==> src/rtl/spi_cfg_bridge.sv <==
// SPI mode-0 slave that turns 20-bit host frames into register-file writes and reads.
// Frame: RW, address (MSB first), data (MSB first). sclk, cs_n and mosi are oversampled
// in the clk domain; all outputs are registered.
module spi_cfg_bridge #(
    parameter int unsigned ADDR_W      = 3,
    parameter int unsigned DATA_W      = 16,
    parameter int unsigned SYNC_STAGES = 2
) (
    input  logic              clk,
    input  logic              reset,
    input  logic              sclk,
    input  logic              cs_n,
    input  logic              mosi,
    output logic              miso,
    output logic              cfg_write,
    output logic [ADDR_W-1:0] cfg_address,
    output logic [DATA_W-1:0] cfg_data_in,
    input  logic [DATA_W-1:0] cfg_data_out,
    output logic              busy,
    output logic              frame_err
);

    localparam int unsigned CmdBits   = 1 + ADDR_W;
    localparam int unsigned FrameBits = CmdBits + DATA_W;
    localparam int unsigned CntW      = $clog2(FrameBits + 1);

    typedef enum logic [1:0] {StIdle, StCmd, StData, StWaitCs} state_e;

    // Synchroniser chains and edge-detect history
    logic [SYNC_STAGES-1:0] sclk_sync_q, cs_sync_q, mosi_sync_q, fill_q;
    logic                   sclk_prev_q, cs_prev_q, armed_q;

    // Frame state
    state_e                 state_q;
    logic [CntW-1:0]        bit_cnt_q;
    logic                   rw_q;
    logic [ADDR_W-1:0]      addr_shift_q;
    logic [DATA_W-1:0]      rx_shift_q, tx_shift_q;
    logic [1:0]             rd_cap_q;
    logic                   wr_pend_q;

    // Registered outputs
    logic                   miso_q, cfg_write_q, busy_q, frame_err_q;
    logic [ADDR_W-1:0]      cfg_address_q;
    logic [DATA_W-1:0]      cfg_data_in_q;

    logic sclk_s, cs_s, mosi_s;
    logic sclk_rise, sclk_fall, cs_rise, cs_fall;
    logic [ADDR_W-1:0] addr_next;
    logic [DATA_W-1:0] rx_next;

    assign sclk_s = sclk_sync_q[SYNC_STAGES-1];
    assign cs_s   = cs_sync_q[SYNC_STAGES-1];
    assign mosi_s = mosi_sync_q[SYNC_STAGES-1];

    // sclk edges only count while the frame is selected
    assign sclk_rise = sclk_s & ~sclk_prev_q & ~cs_s;
    assign sclk_fall = ~sclk_s & sclk_prev_q & ~cs_s;
    assign cs_rise   = cs_s & ~cs_prev_q;
    assign cs_fall   = ~cs_s & cs_prev_q;

    assign addr_next = {addr_shift_q[ADDR_W-2:0], mosi_s};
    assign rx_next   = {rx_shift_q[DATA_W-2:0], mosi_s};

    // Synchronise the SPI pins; arm frame detection only once cs_n has been seen high
    // from the real pin, so a frame already running at reset release is ignored.
    always_ff @(posedge clk) begin
        if (reset) begin
            sclk_sync_q <= '0;
            cs_sync_q   <= '1;
            mosi_sync_q <= '0;
            fill_q      <= '0;
            sclk_prev_q <= 1'b0;
            cs_prev_q   <= 1'b1;
            armed_q     <= 1'b0;
        end else begin
            sclk_sync_q <= {sclk_sync_q[SYNC_STAGES-2:0], sclk};
            cs_sync_q   <= {cs_sync_q[SYNC_STAGES-2:0], cs_n};
            mosi_sync_q <= {mosi_sync_q[SYNC_STAGES-2:0], mosi};
            fill_q      <= {fill_q[SYNC_STAGES-2:0], 1'b1};
            sclk_prev_q <= sclk_s;
            cs_prev_q   <= cs_s;
            if (fill_q[SYNC_STAGES-1] && cs_s) begin
                armed_q <= 1'b1;
            end
        end
    end

    // Frame FSM with registered outputs
    always_ff @(posedge clk) begin
        if (reset) begin
            state_q       <= StIdle;
            bit_cnt_q     <= '0;
            rw_q          <= 1'b0;
            addr_shift_q  <= '0;
            rx_shift_q    <= '0;
            tx_shift_q    <= '0;
            rd_cap_q      <= '0;
            wr_pend_q     <= 1'b0;
            miso_q        <= 1'b0;
            cfg_write_q   <= 1'b0;
            busy_q        <= 1'b0;
            frame_err_q   <= 1'b0;
            cfg_address_q <= '0;
            cfg_data_in_q <= '0;
        end else begin
            cfg_write_q <= wr_pend_q;
            wr_pend_q   <= 1'b0;
            frame_err_q <= 1'b0;
            // Read data is valid one clk after the address update; grab it the clk after
            rd_cap_q    <= {rd_cap_q[0], 1'b0};
            if (wr_pend_q) begin
                cfg_data_in_q <= rx_shift_q;
            end
            if (rd_cap_q[1]) begin
                tx_shift_q <= cfg_data_out;
            end

            case (state_q)
                StIdle: begin
                    miso_q <= 1'b0;
                    if (armed_q && cs_fall) begin
                        state_q   <= StCmd;
                        bit_cnt_q <= '0;
                        busy_q    <= 1'b1;
                    end
                end
                StCmd: begin
                    miso_q <= 1'b0;
                    if (cs_rise) begin
                        state_q     <= StIdle;
                        busy_q      <= 1'b0;
                        frame_err_q <= 1'b1;
                        rd_cap_q    <= '0;
                    end else if (sclk_rise) begin
                        bit_cnt_q <= bit_cnt_q + 1'b1;
                        if (bit_cnt_q == '0) begin
                            rw_q <= mosi_s;
                        end else begin
                            addr_shift_q <= addr_next;
                        end
                        if (bit_cnt_q == CntW'(CmdBits - 1)) begin
                            cfg_address_q <= addr_next;
                            state_q       <= StData;
                            if (!rw_q) begin
                                rd_cap_q <= 2'b01;
                            end
                        end
                    end
                end
                StData: begin
                    if (cs_rise) begin
                        state_q     <= StIdle;
                        busy_q      <= 1'b0;
                        frame_err_q <= 1'b1;
                        miso_q      <= 1'b0;
                        rd_cap_q    <= '0;
                    end else begin
                        if (sclk_rise) begin
                            rx_shift_q <= rx_next;
                            bit_cnt_q  <= bit_cnt_q + 1'b1;
                            if (bit_cnt_q == CntW'(FrameBits - 1)) begin
                                wr_pend_q <= rw_q;
                                state_q   <= StWaitCs;
                            end
                        end
                        if (sclk_fall && !rw_q) begin
                            miso_q     <= tx_shift_q[DATA_W-1];
                            tx_shift_q <= {tx_shift_q[DATA_W-2:0], 1'b0};
                        end
                    end
                end
                StWaitCs: begin
                    miso_q <= 1'b0;
                    if (cs_rise) begin
                        state_q <= StIdle;
                        busy_q  <= 1'b0;
                    end
                end
                default: begin
                    state_q <= StIdle;
                    busy_q  <= 1'b0;
                end
            endcase
        end
    end

    assign miso        = miso_q;
    assign cfg_write   = cfg_write_q;
    assign cfg_address = cfg_address_q;
    assign cfg_data_in = cfg_data_in_q;
    assign busy        = busy_q;
    assign frame_err   = frame_err_q;

endmodule

==> config.mk <==
export PLATFORM = sky130hd
export DESIGN_NAME = spi_cfg_bridge
export DESIGN_NICKNAME = d
export VERILOG_FILES = /design/src/rtl/spi_cfg_bridge.sv
export SDC_FILE = /design/constraint.sdc
export NUM_CORES = 1
export LEC_CHECK = 0
export CELL_PAD_IN_SITES_DETAIL_PLACEMENT = 1
export CELL_PAD_IN_SITES_GLOBAL_PLACEMENT = 2
export CORE_ASPECT_RATIO = 1.25
export CORE_UTILIZATION = 33
export DETAILED_ROUTE_END_ITERATION = 6
export PLACE_DENSITY_LB_ADDON = 0.1
export REMOVE_ABC_BUFFERS = 1
export SKIP_CTS_REPAIR_TIMING = 1
export SLEW_MARGIN = 15
export SYNTH_ARGS = -nofsm -noshare
export SYNTH_HDL_FRONTEND = slang
export SYNTH_SLANG_ARGS = --single-unit
export TNS_END_PERCENT = 30
==> constraint.sdc <==
create_clock -name clk -period 2.3 [get_ports clk]
set_clock_uncertainty 0.2 [all_clocks]
set_input_delay 0.46 -clock clk [delete_from_list [all_inputs] [get_ports clk]]
set_output_delay 0.46 -clock clk [all_outputs]
set_load 0.01 [all_outputs]
Yosys cells after proc, flatten, opt, wreduce, memory -nomap -nowiden. Index checks and enable logic that the tools add are counted.

Add/sub/neg operators: 1. Reductions and logical operators: 19. Bitwise operators: 16. Eq/ne operators: 15. Mux-type cells: 31.

Operators by type and width (count): 2-to-1 mux 16 bit (4); 2-to-1 mux 2 bit (13); AND reduction 4 bit (4); 2-to-1 mux 5 bit (3); != test 3 bit (second input constant) (5); inverter 1 bit (10); one-hot mux 5 bit (2 select lines) (1); one-hot mux 2 bit (4 select lines) (1); bitwise AND 1 bit (6); 2-to-1 mux 1 bit (6); != test 2 bit (second input constant) (3); AND reduction 6 bit (1); OR reduction 3 bit (2); adder 5 x 1 -> 5 bit (second input constant) (1); equality test 5 x 2 -> 1 bit (second input constant) (1); equality test 5 bit (second input constant) (1); zero test 5 bit (1); OR reduction 5 bit (1); equality test 2 bit (second input constant) (2); != test 2 x 1 -> 1 bit (second input constant) (2); one-hot mux 1 bit (2 select lines) (2); one-hot mux 2 bit (2 select lines) (1); OR reduction 2 bit (2); logical AND 1 bit (3); 6 further kinds (6).

Register bits: 79. Logic and storage cells: 104. Input bits: 21. Output and inout port bits: 23.

Depth between registers and ports, before layout.
Depth in word-level cells: 7. Depth in mapped cells: 8.

Least setup slack after synthesis. No wires, ideal clock.

Path kind: register to register. From: register state_q[0]. To: register state_q[1]. Setup slack: 0.202 ns. Required time: 2.029 ns. Arrival time: 1.827 ns. Cell stages (with the launch flop): 9. Library setup time: 0.071 ns. Cell sequence: dfxtp_1 > inv_1 > ha_1 > clkbuf_1 > and2b_1 > a31oi_4 > nand4_2 > or4b_1 > a21oi_1.

Word-level cells in the longest chain between the ends: 3.

Ends and longest elaborated chain: start: declaration (RTL line 34) `state_e state_q;`; start signal: assignment (RTL line 92) `state_q <= StIdle;`; start signal: assignment (RTL line 123) `state_q <= StCmd;`; start signal: assignment (RTL line 131) `state_q <= StIdle;`; equality test 2 bit, or another cell as far along (RTL line 119) `case (state_q)`; != test 3 bit (no source line) or != test 2 bit (tied branches); AND reduction 6 bit (no source line).

Parallel ways exist; a longest one is shown, timed or not. A chain may end at the register's enable or synchronous reset.

Worst setup path in the final report. Ends and elaborated chain as after synthesis.

==> results.md <==
- Worst slew pin tran: 0.4746 ns
- Synth area leader: dfxtp_1
- Initial Util: 34.12%
- Initial antenna violation count: 0
- Worst-path fanout max: 5
- FF-to-FF setup slack: 0.20 ns
- Num CTS Buffers: 9
- Setup Total Neg Slack: 0 ns
- RR Startpoint: state_q[0]
- Hold-critical path depth: 1
- Core area: 9223 um^2
- Worst R2R End: state_q[1]
- Delay-heaviest family, CP: simple AND/OR/NAND/NOR gates
- N_diodes: 0
- Number of global-route vias before repair: 2,501
- Area Overhead vs Synth: 27.99%
- Synth unique cells: 33
- Critical-path top delay cell: or4b_1
- Synth Area per Inst: 9.338 um^2
- CTS tree: done
- Cell Chain, Critical Path: inv_1 > ha_1 > and2b_1 > a31oi_4 > nand4_2 > or4b_1 > a21oi_1
- Top post-synthesis cells by count: dfxtp_1, nor2_1, nand2_1
- CP required: 2.36 ns
- Die ar.: 9932 um^2
- Clock Sinks: 79
- Clock slew at reported path FFs: 0.06 ns
- Unrepaired setup endpoints after global routing: no
- Clock share of power: 47.4%
- CTS root buffer: clkbuf_16
- DRT antenna net count: 0
- Post-synthesis cell area: 3147 um^2
- Post-synth ARST share: 0%
- # port buffers: 43
- Routed wire length per instance: 13.67 um
- Arr. time, crit path: 2.16 ns
- CTS H-tree depth: 3
- Final Hold Fails: 0
- R2R depth: 7
- CP bufs+invs: 1
- Hold path start: cs_sync_q[0]
- First-pass GRT wire length: 11,820 um
- Placed Cells: 494
- Pin count of the biggest net entering global routing: 40
- Ranking of synthesized cells by area: dfxtp_1, mux2i_1, nor2_1
- Crit. End Element: register
- Syn Inst Count: 337
- Sequential share of power: 47.3%
- Hold EP: cs_sync_q[1]
- Die Y: 111.2 um
- Hold WC Path Type: reg2reg
- PwrDens: 731.5 nW/um^2
- Gr usage total: 15.67%
- Vias/cell: 4.817
- Setup Viol. Count Final: 0
- Placement row count: 39
- Crit share post-route: 91.32%
- Worst-Skew Late Latency: 0.33 ns
- VDD IR max: 0.3580 mV
- Sw frac: 21.20%
- CP max stage delay: 0.51 ns
- Die span in x: 89.34 um
- Non-filler instance count after layout: 509
- WS Path Type: reg2reg
- Yosys Warn Count: 0
- Register area share after synthesis: 50.26%
- Fill cells: 1,053
- Sw Pwr: 624.7 uW
- Setup slack at placement: 0.2190 ns
- Top Ports: 44
- Fraction of layout cells with a size suffix above 1: 8.290%
- Yosys reg bits: 79
- Worst Hold Slack: 0.2161 ns
- WL final: 6956 um
- Max Cap Viol: 0
- Run status: completed
- Rel. slew slack: 68.32%
- Pint: 2322 uW
- Final estimated routing congestion in global placement: 0.7057
- DRC Markers: 0
- EDFF count, synth: 0
- Max frequency: 476.1 MHz
- Comb pwr share: 5.3%
- Area after DPL: 3737 um^2
- Vias: 2,452
- Fin nets: 411
- Minimum clock period: 2.100 ns
- Ys flop type: dfxtp_1
- Drt first pass iters: 4
- DPL Wire Length: 4736 um
- Fin. max-slew vios: 0
- Setup ws final: 0.1996 ns
- Count leader, synth: dfxtp_1
- Worst Setup Start Kind: register
- GRT Residual Overflow: 0
- Leakage dissipation: 0.001435 uW
- 1st-iter DRT viols: 63
- Post-route cell area: 4028 um^2
- Clock Path Buffers: 2
- Yosys top cell area share: 50.26%
[through the flow]
| stage | util [%] | power, uW |
|---|---|---|
| 2_1_floorplan | - | 1492 |
| 3_3_place_gp | 40.52 | 1578 |
| 3_5_place_dp | 40.52 | 1581 |
| 4_1_cts | 43.67 | 3004 |
| 5_1_grt | 43.67 | 3068 |
| 6_report | 43.67 | 2946 |
[worst max-delay path by stage]
stage / startpoint / endpoint / slack [ns] / depth (start not counted)
floorplan: state_q[0] / state_q[1] / 0.28 / 7
global placement: state_q[1] / bit_cnt_q[1] / 0.31 / 7
detailed placement: state_q[0] / state_q[1] / 0.22 / 7
CTS: state_q[0] / state_q[1] / 0.20 / 7
global route: state_q[1] / state_q[1] / 0.08 / 6
finish: state_q[0] / state_q[1] / 0.20 / 7
[worst reg2reg max path: stages (launching register included)]
cell and delay, ns:
dfxtp_1 0.36, inv_1 0.12, ha_1 0.23, and2b_1 0.18
a31oi_4 0.14, nand4_2 0.16, or4b_1 0.51, a21oi_1 0.13
[per-layer routing]
layer	global-route usage, %	wire [um]	vias to the layer above
met4	8.783	171	0
met2	26.06	3400	32
met1	18.36	3190	1170
li1	-	-	1239
met3	3.053	193	11
met5	0	0	-
[cell type report]
class | count | area [um^2] | share of cell area, %
flip-flops and latches | 79 | 1582 | 39.27
inverters | 6 | 22.52 | 0.5592
repair buffers | 53 | 513.0 | 12.74
clock buffers | 12 | 246.5 | 6.120
multi-input cells | 233 | 1466 | 36.41
well taps | 123 | 153.9 | 3.821
clock inverters | 3 | 43.79 | 1.087
[state kept, by name (all words and copies together) (netlist names), 2 cells and up]
register / cells
addr_shift_q: 2
bit_cnt_q: 5
cfg_address: 3
cfg_data_in: 16
cs_sync_q: 2
fill_q: 2
mosi_sync_q: 2
rd_cap_q: 2
rx_shift_q: 16
sclk_sync_q: 2
state_q: 2
tx_shift_q: 16
[cell families after synthesis]
logic type / after synthesis / synth area share, %
adder cells (fa/ha/maj): 8 / 3.181
flip-flops: 79 / 50.26
AO/OA/AOI/OAI: 55 / 11.33
AND/OR/NAND/NOR: 130 / 19.32
multiplexers: 40 / 12.76
buffers and inverters: 25 / 3.141
[layout by cell type (no fill, tap or decap), types with 6 or more instances in the layout]
cell type        Yosys  final
a211oi_1            17     17
a21o_1               6      6
a21oi_1             26     26
buf_4                0      9
clkbuf_16            0      9
clkdlybuf4s50_1      0     42
dfxtp_1             79     79
ha_1                 8      8
inv_1                6      6
mux2i_1             39     39
nand2_1             41     41
nor2_1              51     51
nor2b_1              9      9
nor3_1               9      9
[power groups by stage]
stage / Sequential (uW) / Combinational [uW] / Clock [uW]
global placement: 1420 / 154 / 0
finish: 1390 / 155 / 1400
detailed placement: 1420 / 157 / 0
CTS: 1390 / 157 / 1450
floorplan: 1420 / 68.4 / 0
global route: 1400 / 171 / 1500
Note: power is estimated with default switching activity, not from simulation.
